$ cat src/rtl/mac6_accumulator.sv
`timescale 1ns/1ps
// mac6_accumulator
// Sequential multiply-accumulate wrapper around a 6x6 carry-save array
// multiplier. Operand pairs arrive over a valid/ready handshake, are
// registered into the multiplier, and each 12-bit product is added into a
// saturating accumulator. After N_TERMS pairs the sum is offered on a second
// valid/ready handshake.
//
// Ports:
//   clk        rising-edge clock
//   rst_n      asynchronous active-low reset
//   in_valid   source presents an operand pair (a, b)
//   in_ready   block can accept a pair (IDLE or ACCUM)
//   a, b       unsigned 6-bit operands
//   out_valid  result available (DONE)
//   out_ready  consumer takes the result
//   acc_out    accumulator, meaningful while out_valid=1
//   ovf        sticky saturation flag for the current accumulation
//   term_cnt   pairs accepted in the current accumulation
//
// Also contains multiply6x6, the purely combinational multiplier.

module multiply6x6 (
  input  logic [5:0]  a,
  input  logic [5:0]  b,
  output logic [11:0] p
);
  logic [11:0] s;
  logic [11:0] c;
  logic [11:0] pp;
  logic [11:0] ns;
  logic [11:0] nc;

  // Linear carry-save array: each partial-product row is folded into the
  // sum/carry pair by a row of full adders; one carry-propagate add at the end.
  always_comb begin
    s  = {6'd0, a & {6{b[0]}}};
    c  = '0;
    pp = '0;
    ns = '0;
    nc = '0;
    for (int i = 1; i < 6; i++) begin
      pp = 12'(a & {6{b[i]}}) << i;
      ns = s ^ c ^ pp;
      nc = ((s & c) | (s & pp) | (c & pp)) << 1;
      s  = ns;
      c  = nc;
    end
    p = s + c;
  end
endmodule

module mac6_accumulator #(
  parameter int N_TERMS = 4,
  parameter int ACC_W   = 16
) (
  input  logic             clk,
  input  logic             rst_n,
  input  logic             in_valid,
  output logic             in_ready,
  input  logic [5:0]       a,
  input  logic [5:0]       b,
  output logic             out_valid,
  input  logic             out_ready,
  output logic [ACC_W-1:0] acc_out,
  output logic             ovf,
  output logic [3:0]       term_cnt
);
  typedef enum logic [1:0] {
    IDLE  = 2'd0,
    ACCUM = 2'd1,
    DRAIN = 2'd2,
    DONE  = 2'd3
  } state_t;

  localparam logic [3:0] NT = 4'(N_TERMS);

  state_t           state;
  logic             accept;
  logic [5:0]       a_p1;
  logic [5:0]       b_p1;
  logic             vld_p1;
  logic [11:0]      prod_p1;
  logic [ACC_W-1:0] acc_p2;
  logic [ACC_W:0]   sat_p2;

  // Returns {overflow, value}; the sum cannot exceed ACC_W+1 bits because the
  // product is at most 3969.
  function automatic logic [ACC_W:0] sat_add(input logic [ACC_W-1:0] acc_v,
                                             input logic [11:0]      p_v);
    logic [ACC_W:0] sum;
    sum = {1'b0, acc_v} + {{(ACC_W - 11){1'b0}}, p_v};
    if (sum[ACC_W]) return {1'b1, {ACC_W{1'b1}}};
    return {1'b0, sum[ACC_W-1:0]};
  endfunction

  assign in_ready  = (state == IDLE) || (state == ACCUM);
  assign out_valid = (state == DONE);
  assign accept    = in_valid && in_ready;
  assign acc_out   = acc_p2;

  multiply6x6 u_mul (
    .a (a_p1),
    .b (b_p1),
    .p (prod_p1)
  );

  assign sat_p2 = sat_add(acc_p2, prod_p1);

  always_ff @(posedge clk or negedge rst_n) begin
    if (!rst_n) begin
      state    <= IDLE;
      a_p1     <= '0;
      b_p1     <= '0;
      vld_p1   <= 1'b0;
      term_cnt <= '0;
      acc_p2   <= '0;
      ovf      <= 1'b0;
    end else begin
      // Stage 1: operand register
      vld_p1 <= accept;
      if (accept) begin
        a_p1     <= a;
        b_p1     <= b;
        term_cnt <= term_cnt + 4'd1;
      end

      // Stage 2: saturating accumulate
      if (vld_p1) begin
        acc_p2 <= sat_p2[ACC_W-1:0];
        if (sat_p2[ACC_W]) ovf <= 1'b1;
      end

      case (state)
        IDLE:    if (accept) state <= (NT == 4'd1) ? DRAIN : ACCUM;
        ACCUM:   if (accept && (term_cnt + 4'd1 == NT)) state <= DRAIN;
        DRAIN:   state <= DONE;
        DONE: begin
          if (out_ready) begin
            state    <= IDLE;
            acc_p2   <= '0;
            term_cnt <= '0;
            ovf      <= 1'b0;
          end
        end
        default: state <= IDLE;
      endcase
    end
  end
endmodule

$ cat config.mk
export PLATFORM = sky130hd
export DESIGN_NAME = mac6_accumulator
export DESIGN_NICKNAME = d
export VERILOG_FILES = /design/src/rtl/mac6_accumulator.sv
export SDC_FILE = /design/constraint.sdc
export NUM_CORES = 1
export LEC_CHECK = 0
export ABC_AREA = 1
export CORE_ASPECT_RATIO = 1.75
export CORE_MARGIN = 3
export CORE_UTILIZATION = 52
export DETAILED_ROUTE_END_ITERATION = 12
export PLACE_DENSITY_LB_ADDON = 0.15
export SYNTH_ARGS = -nofsm -noshare
export SYNTH_HDL_FRONTEND = slang
export SYNTH_HIERARCHICAL = 1
export SYNTH_SLANG_ARGS = --single-unit
$ cat constraint.sdc
create_clock -name clk -period 4.7 [get_ports clk]
set_clock_uncertainty 0.05 [all_clocks]
set_input_delay 0.705 -clock clk [delete_from_list [all_inputs] [get_ports clk]]
set_output_delay 0.705 -clock clk [all_outputs]
set_load 0.01 [all_outputs]
==> flow_metrics.py, run 1 <==
metrics = {
    "cts": {
        "clk_latency_ps": 300,
        "holdBufCountCts": 0,
        "path_clk_slew_ps": 80,
        "cts_tree": "done",
        "cts_buffers": 5,
        "root_buffer": "clkbuf_8",
        "htree_levels": 2,
        "cts_sinks": 36,
        "clockBufferDepth": 2,
    },
    "sta": {
        "finalSetupViolCount": 15,
        "hold-worst-slack_ps": 440.4,
        "grt_setup_unrepaired": "yes",
        "fmax_mhz": 208.3,
        "worst_slack_ps": -99.83,
        "final.min_clock_period_ps": 4800,
        "hold_viol_final": 0,
        "tightest_slew_ps": 1091,
        "layout_worst_path_cycle_share_pct": 102.1,
        "slew_viol_final": 0,
        "setup-tns-final_ps": -841.0,
        "slew_headroom_pct": 27.25,
    },
    "synth": {
        "synth_cell_types": 31,
        "yosysMostFrequentCell": "nand2_1",
        "syn_avg_cell_area_um2": 7.206,
        "synth_area_leader_cell": "dfrtp_1",
        "synth-seq-cells": 36,
        "synth_top_cell_area_share_pct": 26.89,
        "ys_top_cells_by_area": "dfrtp_1, nand2_1, fa_1",
        "async_reset_ff_share_pct": 100.0,
        "synth_warnings": 6,
        "netlist_instances": 465,
        "ys_seq_area_share_pct": 26.89,
        "syn-cell-area_um2": 3351,
        "syn_nets": 531,
        "synth-edff-count": 0,
        "ys.flop_type": "dfrtp_1",
        "synth_commonest_cells": "nand2_1, inv_1, nor2_1",
    },
    "global_routing": {
        "grt.overflow.total": 0,
        "grt_first_pass_wirelength_mm": 13.26,
        "grt_pass1_vias": 3069,
        "track_usage_pct": 22.85,
        "antenna_found_initial": 0,
        "grt_max_degree": 37,
    },
    "setup_path": {
        "critPathKind": "register to register",
        "reg2regPathDepth": 27,
        "critPathSlowestCell": "fa_1",
        "critPathLaunchType": "register",
        "cpPeakStageDelay_ps": 480,
        "crit_required_ps": 4830,
        "worstPathArrival_ps": 4930,
        "worst_setup_path_end_kind": "register",
        "reg2reg_slack_ps": -100,
        "regToRegStartpoint": "b_p1[0]",
        "worst-path-buf-inv": 6,
        "r2r-end": "acc_out[10]",
        "cp_top_family": "adder cells",
        "crit_fanout": 7,
    },
    "floorplan": {
        "die_area_um2": 7481,
        "pin_count": 39,
        "core_region_area_um2": 6228,
        "start_util_pct": 53.80,
        "die_w_um": 66.68,
        "die_y_um": 112.2,
        "rows": 38,
    },
    "place": {
        "dpl_cell_area_um2": 4015,
        "numPortBuffers": 38,
        "dp_slack_ps": -250.5,
        "gp_congestion": 0.9143,
        "hpwl_mm": 6.249,
    },
    "layout": {
        "fillers": 510,
        "register_area_um2": 900.9,
        "nets": 599,
        "multiInputGateArea_um2": 2336,
        "area_growth_pct": 31.25,
        "diodes": 0,
        "stdcell_area_um2": 4398,
        "drive_above_1_share_pct": 20.79,
    },
    "drt": {
        "drtPass1Iterations": 4,
        "drt-vias-per-instance": 5.029,
        "drtIter0Drc": 138,
        "vias": 3088,
        "wire_per_inst_um": 12.95,
        "ant_nets": 0,
        "wirelength_mm": 7.953,
        "drc": 0,
    },
    "status": {
        "violations": "negative setup slack",
        "status": "complete, but fails checks",
    },
    "run": {
        "drv_cap": 0,
    },
    "min_path": {
        "hold_path_class": "primary input to async pin",
    },
}
## worst max path at each step
stage	startpoint	end	slack, ps	cells past startpoint
after floorplan	b_p1[1]	acc_out[0]	20	26
after global placement	b_p1[0]	acc_out[0]	-160	24
after detailed placement	b_p1[0]	acc_out[0]	-250	26
after CTS	b_p1[0]	acc_out[8]	-100	22
after global routing	b_p1[1]	acc_out[13]	-320	27
final	b_p1[0]	acc_out[10]	-100	27
## layer usage
layer  wire length [µm]  track usage, %  vias up
li1                   -               -     1547
met1               2770           21.63     1455
met2               4715           44.83       61
met3                193           3.604       25
met4                274           10.72        0
met5                  0               0        -
## logic make-up after synthesis
group / count (synthesis) / synth area share (%)
fa+ha+maj: 50 / 23.60
flops: 36 / 26.89
xor+xnor: 10 / 2.614
compound gates: 41 / 7.132
simple gates: 227 / 28.34
buf+inv: 101 / 11.43
## worst register-to-register path, cell delays in order, from the launching register on
cell,delay (ps)
dfrtp_1,420
nand2_1,90
inv_2,50
ha_4,150
inv_2,50
fa_1,400
inv_1,80
fa_2,430
fa_1,480
inv_1,40
fa_1,480
inv_2,50
ha_4,160
fa_2,370
nand2_2,80
nand3_2,60
nand3_2,80
nand2_2,70
ha_4,270
nand2_4,100
nor2_2,50
nor2_4,100
nand3_4,130
nand2_8,150
buf_6,110
nand2_2,40
nor2_1,110
nor2_1,50
## per-stage QoR
| step | std cells | util, % |
|---|---|---|
| detailed placement | 599 | 64.46 |
| floorplan | 465 | - |
| global placement | 599 | 64.46 |
| CTS | 611 | 69.00 |
| global route | 614 | 70.61 |
| finish | 614 | 70.61 |
## flip-flops by register name, indices dropped and copies added, names as in the netlist
| signal | cells |
|---|---|
| a_p1 | 6 |
| acc_out | 16 |
| state | 2 |
| vld_p1 | 1 |
| ovf | 1 |
| term_cnt | 4 |
| b_p1 | 6 |
## cell type report
cell class	instances	area share [%]
clock inverter	2	0.3129
sequential	36	20.48
timing repair buffer	67	13.83
multi-input combinational	328	53.12
inverter	95	8.108
clock buffer	6	1.878
tap	80	2.276
## layout by cell type, fill, tap and decap left out, drive strengths merged, types with 4 or more instances in the layout
master           n
nand2          156
inv             95
nor2            40
clkdlybuf4s50   37
dfrtp           36
buf             30
ha              28
fa              22
nand3           22
a21oi           18
o21ai           17
clkbuf           6
xor2             6
xnor2            4
a31oi            4
## what timing repair did
| item | in CTS | in global routing |
|---|---|---|
| setup endpoints to repair | 17 | 17 |
| pin swaps | 28 | 13 |
| cloned | 0 | 0 |
| hold endpoints to repair | 0 | 0 |
| buffers inserted | 4 | 3 |
| resized for setup | 42 | 20 |
Power of run 1 is left out: the tool's default activity adds up to more than one toggle a clock period on the data nets, which glitch-free logic cannot reach.
==> run 2: changes to the inputs <==
--- a/config.mk
+++ b/config.mk
@@ -5,10 +5,9 @@
 export SDC_FILE = /design/constraint.sdc
 export NUM_CORES = 1
 export LEC_CHECK = 0
-export ABC_AREA = 1
 export CORE_ASPECT_RATIO = 1.75
 export CORE_MARGIN = 3
-export CORE_UTILIZATION = 52
+export CORE_UTILIZATION = 51
 export DETAILED_ROUTE_END_ITERATION = 12
 export PLACE_DENSITY_LB_ADDON = 0.15
 export SYNTH_ARGS = -nofsm -noshare
==> run 2 against run 1 <==
Compared with the run above:
- the run still ends with negative setup slack left
- synthesized cell count is 31% lower
- sequential share of layout area up 1.0 points
- wire length down 12%
- final cell count fell by 23%
- flip-flop and latch count did not move
- fmax fell by 7.4%
- final area shrank 4.6%
- area after synthesis down 5.5%
- via count down 17%
- non-clock buffer count grew 6
- register-to-register slack worse by 380 ps
- critical path type unchanged
==> flow_metrics.py, run 2 <==
metrics = {
    "status": {
        "status": "complete, but fails checks",
        "violations": "negative setup slack",
    },
    "layout": {
        "area_growth_pct": 32.44,
        "diodes": 0,
        "nets": 458,
        "largest_reg_flops": 16,
        "fillers": 437,
        "drive_above_1_share_pct": 26.79,
        "mostFrequentLayoutCells": "clkdlybuf4s50_1, dfrtp_1, inv_1, nand2_1, buf_4",
        "final_common_cell": "clkdlybuf4s50_1",
    },
    "drt": {
        "wirelength_mm": 6.989,
        "drtPass1Iterations": 4,
        "wire_per_inst_um": 14.87,
        "vias": 2560,
        "drt-vias-per-instance": 5.447,
        "drc": 0,
        "drtIter0Drc": 70,
        "ant_nets": 0,
    },
    "cts": {
        "root_buffer": "clkbuf_8",
        "cts_tree": "done",
        "clockBufferDepth": 2,
        "cts_sinks": 36,
        "htree_levels": 2,
        "path_clk_slew_ps": 80,
        "cts_buffers": 5,
        "clk_latency_ps": 290,
    },
    "sta": {
        "setup-tns-final_ps": -7630,
        "hold_viol_final": 0,
        "slew_headroom_pct": 46.44,
        "tightest_slew_ps": 803.4,
        "layout_worst_path_cycle_share_pct": 110.3,
        "fmax_mhz": 193.0,
        "final.min_clock_period_ps": 5182,
        "finalSetupViolCount": 17,
        "worst_slack_ps": -482.5,
        "grt_setup_unrepaired": "yes",
        "slew_viol_final": 0,
    },
    "setup_path": {
        "critPathLaunchType": "register",
        "crit_fanout": 12,
        "reg2regPathDepth": 20,
        "crit_required_ps": 4880,
        "worstPathArrival_ps": 5360,
        "critPathKind": "register to register",
        "worst_setup_path_end_kind": "register",
    },
    "synth": {
        "synth_warnings": 6,
        "synth_area_leader_cell": "dfrtp_1",
        "syn_nets": 388,
        "ys_top_cells_by_area": "dfrtp_1, fa_1, ha_1",
        "synth_top_cell_area_share_pct": 28.45,
        "ys_seq_area_share_pct": 28.45,
        "ys.flop_type": "dfrtp_1",
        "syn_avg_cell_area_um2": 9.835,
        "async_reset_ff_share_pct": 100.0,
        "netlist_instances": 322,
        "synth-seq-cells": 36,
        "synth-edff-count": 0,
        "synth_commonest_cells": "inv_1, dfrtp_1, nand2_1",
        "synth_cell_types": 52,
        "syn-cell-area_um2": 3167,
        "yosysMostFrequentCell": "inv_1",
    },
    "global_routing": {
        "grt_pass1_vias": 2657,
        "grt_first_pass_wirelength_mm": 12.09,
        "grt_max_degree": 37,
        "antenna_found_initial": 0,
        "track_usage_pct": 21.62,
        "grt.overflow.total": 0,
    },
    "floorplan": {
        "die_area_um2": 7228,
        "rows": 37,
        "die_y_um": 110.2,
        "core_region_area_um2": 5972,
        "die_w_um": 65.57,
        "pin_count": 39,
        "start_util_pct": 53.03,
    },
    "place": {
        "gp_congestion": 0.8423,
        "hpwl_mm": 5.467,
        "numPortBuffers": 38,
    },
    "min_path": {
        "hold_path_class": "primary input to async pin",
    },
    "run": {
        "drv_cap": 0,
    },
}
[run 2: cell count changes in the layout (fill, tap and decap cells not counted), moves of 5 or more]
cell	previous run	this run
nor2_1	31	11
inv_2	12	6
nor3_1	0	6
nand3_1	15	6
o221a_4	0	8
nand3_2	6	0
nor2_2	5	0
inv_1	82	34
nand2_1	137	32
and2_1	0	17
mux2_2	0	12
nand2_2	16	0
o21ai_0	12	1
buf_4	25	32
[run 2: logic make-up after synthesis]
kind of cell | after synthesis | share of synthesized area (%)
adders and majority gates | 50 | 24.97
DFF | 36 | 28.45
xor gates and xnor gates | 15 | 4.149
buffers and inverters | 50 | 6.479
muxes | 12 | 4.267
and+or+nand+nor | 92 | 14.78
AOI/OAI and AO/OA | 67 | 16.91
[run 2: through the flow]
stage               area, µm²  util (%)  setup WS, ps  std cells  hold slack (ps)
floorplan                3287         -        -296.0        322            359.4
global placement         3931     65.83        -517.5        458            439.6
detailed placement       3931     65.83        -576.1        458            451.0
CTS                      4126     69.10        -467.2        469            483.8
global route             4194     70.23        -656.2        470            517.0
finish                   4194     70.23        -482.5        470            444.3
[run 2: final timing paths]
path | startpoint | end | slack (ps)
worst max-delay path | a_p1[4] | acc_out[1] | -480
worst min-delay path | rst_n | acc_out[9] | 440
worst max register to register | a_p1[4] | acc_out[1] | -480
worst min register to register | ovf | ovf | 510
max in group asynchronous | rst_n | a_p1[0] | 3640
min in group clk | ovf | ovf | 510
[run 2: what timing repair did]
| item | CTS | global route |
|---|---|---|
| pin swaps | 10 | 13 |
| setup endpoints to repair | 17 | 17 |
| buffers inserted | 4 | 2 |
| resized for setup | 14 | 12 |
| hold buffers | 0 | 0 |
[run 2: critical path: stages (launching register included)]
cell	delay, ps
dfrtp_1	400
and2_4	180
ha_4	120
inv_2	30
fa_1	470
inv_1	50
fa_1	460
fa_1	540
inv_2	50
fa_1	470
inv_1	40
ha_2	190
fa_2	370
xor2_1	150
ha_2	390
and3_4	210
o211a_4	180
a211oi_2	70
a221oi_2	310
buf_12	190
o221a_2	190
[run 2: layout make-up]
type / instances / area [µm²] / share of cell area [%]
multi-input combinational: 236 / 2291 / 54.62
sequential: 36 / 900.9 / 21.48
timing repair buffer: 73 / 658.1 / 15.69
inverter: 40 / 150.1 / 3.580
tap: 78 / 97.59 / 2.327
clock buffer: 7 / 96.34 / 2.297
[run 2: metal layers]
metal  up-vias  routed length (µm)  GRT usage [%]
li1       1256                   -              -
met4         0                 201          8.160
met2        44                4006          42.42
met1      1246                2629          22.77
met3        14                 151          2.738
met5         -                   0              0
Power of run 2 is left out for the same reason.
==> run 3: changes to the inputs <==
--- a/config.mk
+++ b/config.mk
@@ -7,7 +7,7 @@
 export LEC_CHECK = 0
 export CORE_ASPECT_RATIO = 1.75
 export CORE_MARGIN = 3
-export CORE_UTILIZATION = 51
+export CORE_UTILIZATION = 52
 export DETAILED_ROUTE_END_ITERATION = 12
 export PLACE_DENSITY_LB_ADDON = 0.15
 export SYNTH_ARGS = -nofsm -noshare
==> constraint.sdc (replaced) <==
create_clock -name clk -period 5.1 [get_ports clk]
set_clock_uncertainty 0.05 [all_clocks]
set_input_delay 0.765 -clock clk [delete_from_list [all_inputs] [get_ports clk]]
set_output_delay 0.765 -clock clk [all_outputs]
set_load 0.01 [all_outputs]
==> run 3 against run 2 <==
Compared with the run above:
- the flow now finishes without violations
- non-clock buffer count shrank 5
- final cell count shrank 0.85%
- register-to-register slack gained 530 ps
- core utilization grew 1.9 points
- worst setup slack gained 530 ps
- fmax grew 2.6%
- die area shrank 1.8%
- flip-flop and latch count is the same
- sequential share of layout area shrank 0.24 points
- critical endpoint is now acc_out[13]
- highest routed layer unchanged
==> flow_metrics.py, run 3 (same netlist as run 2, synthesis figures left out) <==
metrics = {
    "drt": {
        "drc": 0,
        "drtIter0Drc": 101,
        "vias": 2596,
        "wire_per_inst_um": 15.83,
        "wirelength_mm": 7.378,
        "drt-vias-per-instance": 5.571,
        "drtPass1Iterations": 4,
        "ant_nets": 0,
    },
    "global_routing": {
        "grt_max_degree": 37,
        "track_usage_pct": 23.31,
        "met3_usage_pct": 2.990,
        "antenna_found_initial": 0,
        "grt_pass1_vias": 2724,
        "busiest_layer": "met2",
        "grt_first_pass_wirelength_mm": 12.69,
        "met2_usage_pct": 45.13,
        "grt.overflow.total": 0,
        "grt_use_met1_pct": 24.39,
    },
    "floorplan": {
        "core_region_area_um2": 5879,
        "start_util_pct": 53.86,
        "die_area_um2": 7099,
        "die_y_um": 109.2,
        "rows": 37,
        "die_w_um": 64.99,
        "pin_count": 39,
    },
    "setup_path": {
        "crit_required_ps": 5270,
        "crit_fanout": 6,
        "reg2reg_slack_ps": 50,
        "critPathKind": "register to register",
        "critPathSlowestCell": "fa_1",
        "reg2regPathDepth": 21,
        "crit_path_end": "acc_out[13]",
        "crit_start": "b_p1[0]",
        "r2r-end": "acc_out[13]",
        "worstPathArrival_ps": 5220,
        "worst_setup_path_end_kind": "register",
        "cpPeakStageDelay_ps": 530,
        "path_cells": "buf_4, and2_1, ha_2, inv_2, fa_2, fa_1, inv_2, fa_2, inv_2, fa_2, inv_2, ha_4, fa_2, ha_4, and3_4, o211a_1, a211oi_4, a221oi_4, buf_6, o21ai_2, a21oi_1",
        "critPathLaunchType": "register",
        "regToRegStartpoint": "b_p1[0]",
    },
    "layout": {
        "fin_cells": 466,
        "final_common_cell": "clkdlybuf4s50_1",
        "area_growth_pct": 33.94,
        "diodes": 0,
        "drive_above_1_share_pct": 31.19,
        "nets": 453,
        "mostFrequentLayoutCells": "clkdlybuf4s50_1, dfrtp_1, nand2_1, buf_4, inv_1",
        "largest_reg_flops": 16,
    },
    "cts": {
        "htree_levels": 2,
        "cts_sinks": 36,
        "cts_tree": "done",
        "root_buffer": "clkbuf_8",
        "path_clk_slew_ps": 80,
        "cts_buffers": 5,
        "clk_latency_ps": 290,
        "clockBufferDepth": 2,
        "holdBufCountCts": 0,
    },
    "sta": {
        "layout_worst_path_cycle_share_pct": 99.04,
        "grt_setup_unrepaired": "yes",
        "fmax_mhz": 198.0,
        "tightest_slew_ps": 912.9,
        "final.min_clock_period_ps": 5051,
        "slew_headroom_pct": 39.14,
        "slew_viol_final": 0,
        "hold_viol_final": 0,
        "finalSetupViolCount": 0,
    },
    "status": {
        "status": "completed",
    },
    "place": {
        "gp_congestion": 0.9311,
        "hpwl_mm": 5.599,
        "placedCellCount": 454,
        "numPortBuffers": 38,
    },
    "min_path": {
        "hold_path_class": "register to register",
    },
    "run": {
        "drv_cap": 0,
    },
}
## run 3: area by class of cell
class,count,area [µm²]
multi-input cells,236,2370
inverters,40,150.1
well taps,78,97.59
fillers,463,1638
clock buffers,6,72.57
flip-flops and latches,36,900.9
clock inverters,2,35.03
repair buffers,68,615.6
## run 3: timing repair
item,4_1_cts,5_1_grt
pin swaps,40,28
endpoints found under the setup margin,17,17
gates resized for setup,31,38
buffers inserted,5,0
endpoints found under the hold margin,0,0
## run 3: metrics by stage
stage | instance area [µm²] | TNS (ps) | utilization [%] | setup slack [ps] | hold slack, ps
floorplan | 3203 | 0 | - | 39.27 | 419.4
global placement | 3806 | -1606 | 64.74 | -216.0 | 435.9
detailed placement | 3806 | -2438 | 64.74 | -220.5 | 442.6
CTS | 4134 | -838.1 | 70.31 | -71.79 | 458.8
global route | 4242 | -1988 | 72.14 | -160.7 | 486.7
finish | 4242 | 0 | 72.14 | 48.97 | 452.5
## run 3: how the worst min path moves through the flow
stage | startpoint | to | slack (ps) | cells past startpoint
5_1_grt | ovf | ovf | 490 | 2
3_3_place_gp | ovf | ovf | 440 | 2
6_report | ovf | ovf | 450 | 2
2_1_floorplan | rst_n | a_p1[0] | 420 | 0
4_1_cts | ovf | ovf | 460 | 2
3_5_place_dp | ovf | ovf | 440 | 2
## run 3: layer usage
layer,wire [µm],vias up
met4,315,0
met1,2646,1286
li1,-,1238
met5,0,-
met3,175,22
met2,4240,50
## run 3: worst max-delay path, delay by kind of cell (launching register included)
kind | cells | cell delay [ps]
adders and majority gates | 8 | 2930
AOI/OAI and AO/OA | 5 | 740
DFF | 1 | 380
and+or+nand+nor | 2 | 340
buffers and inverters | 6 | 530
Power of run 3 is left out for the same reason.
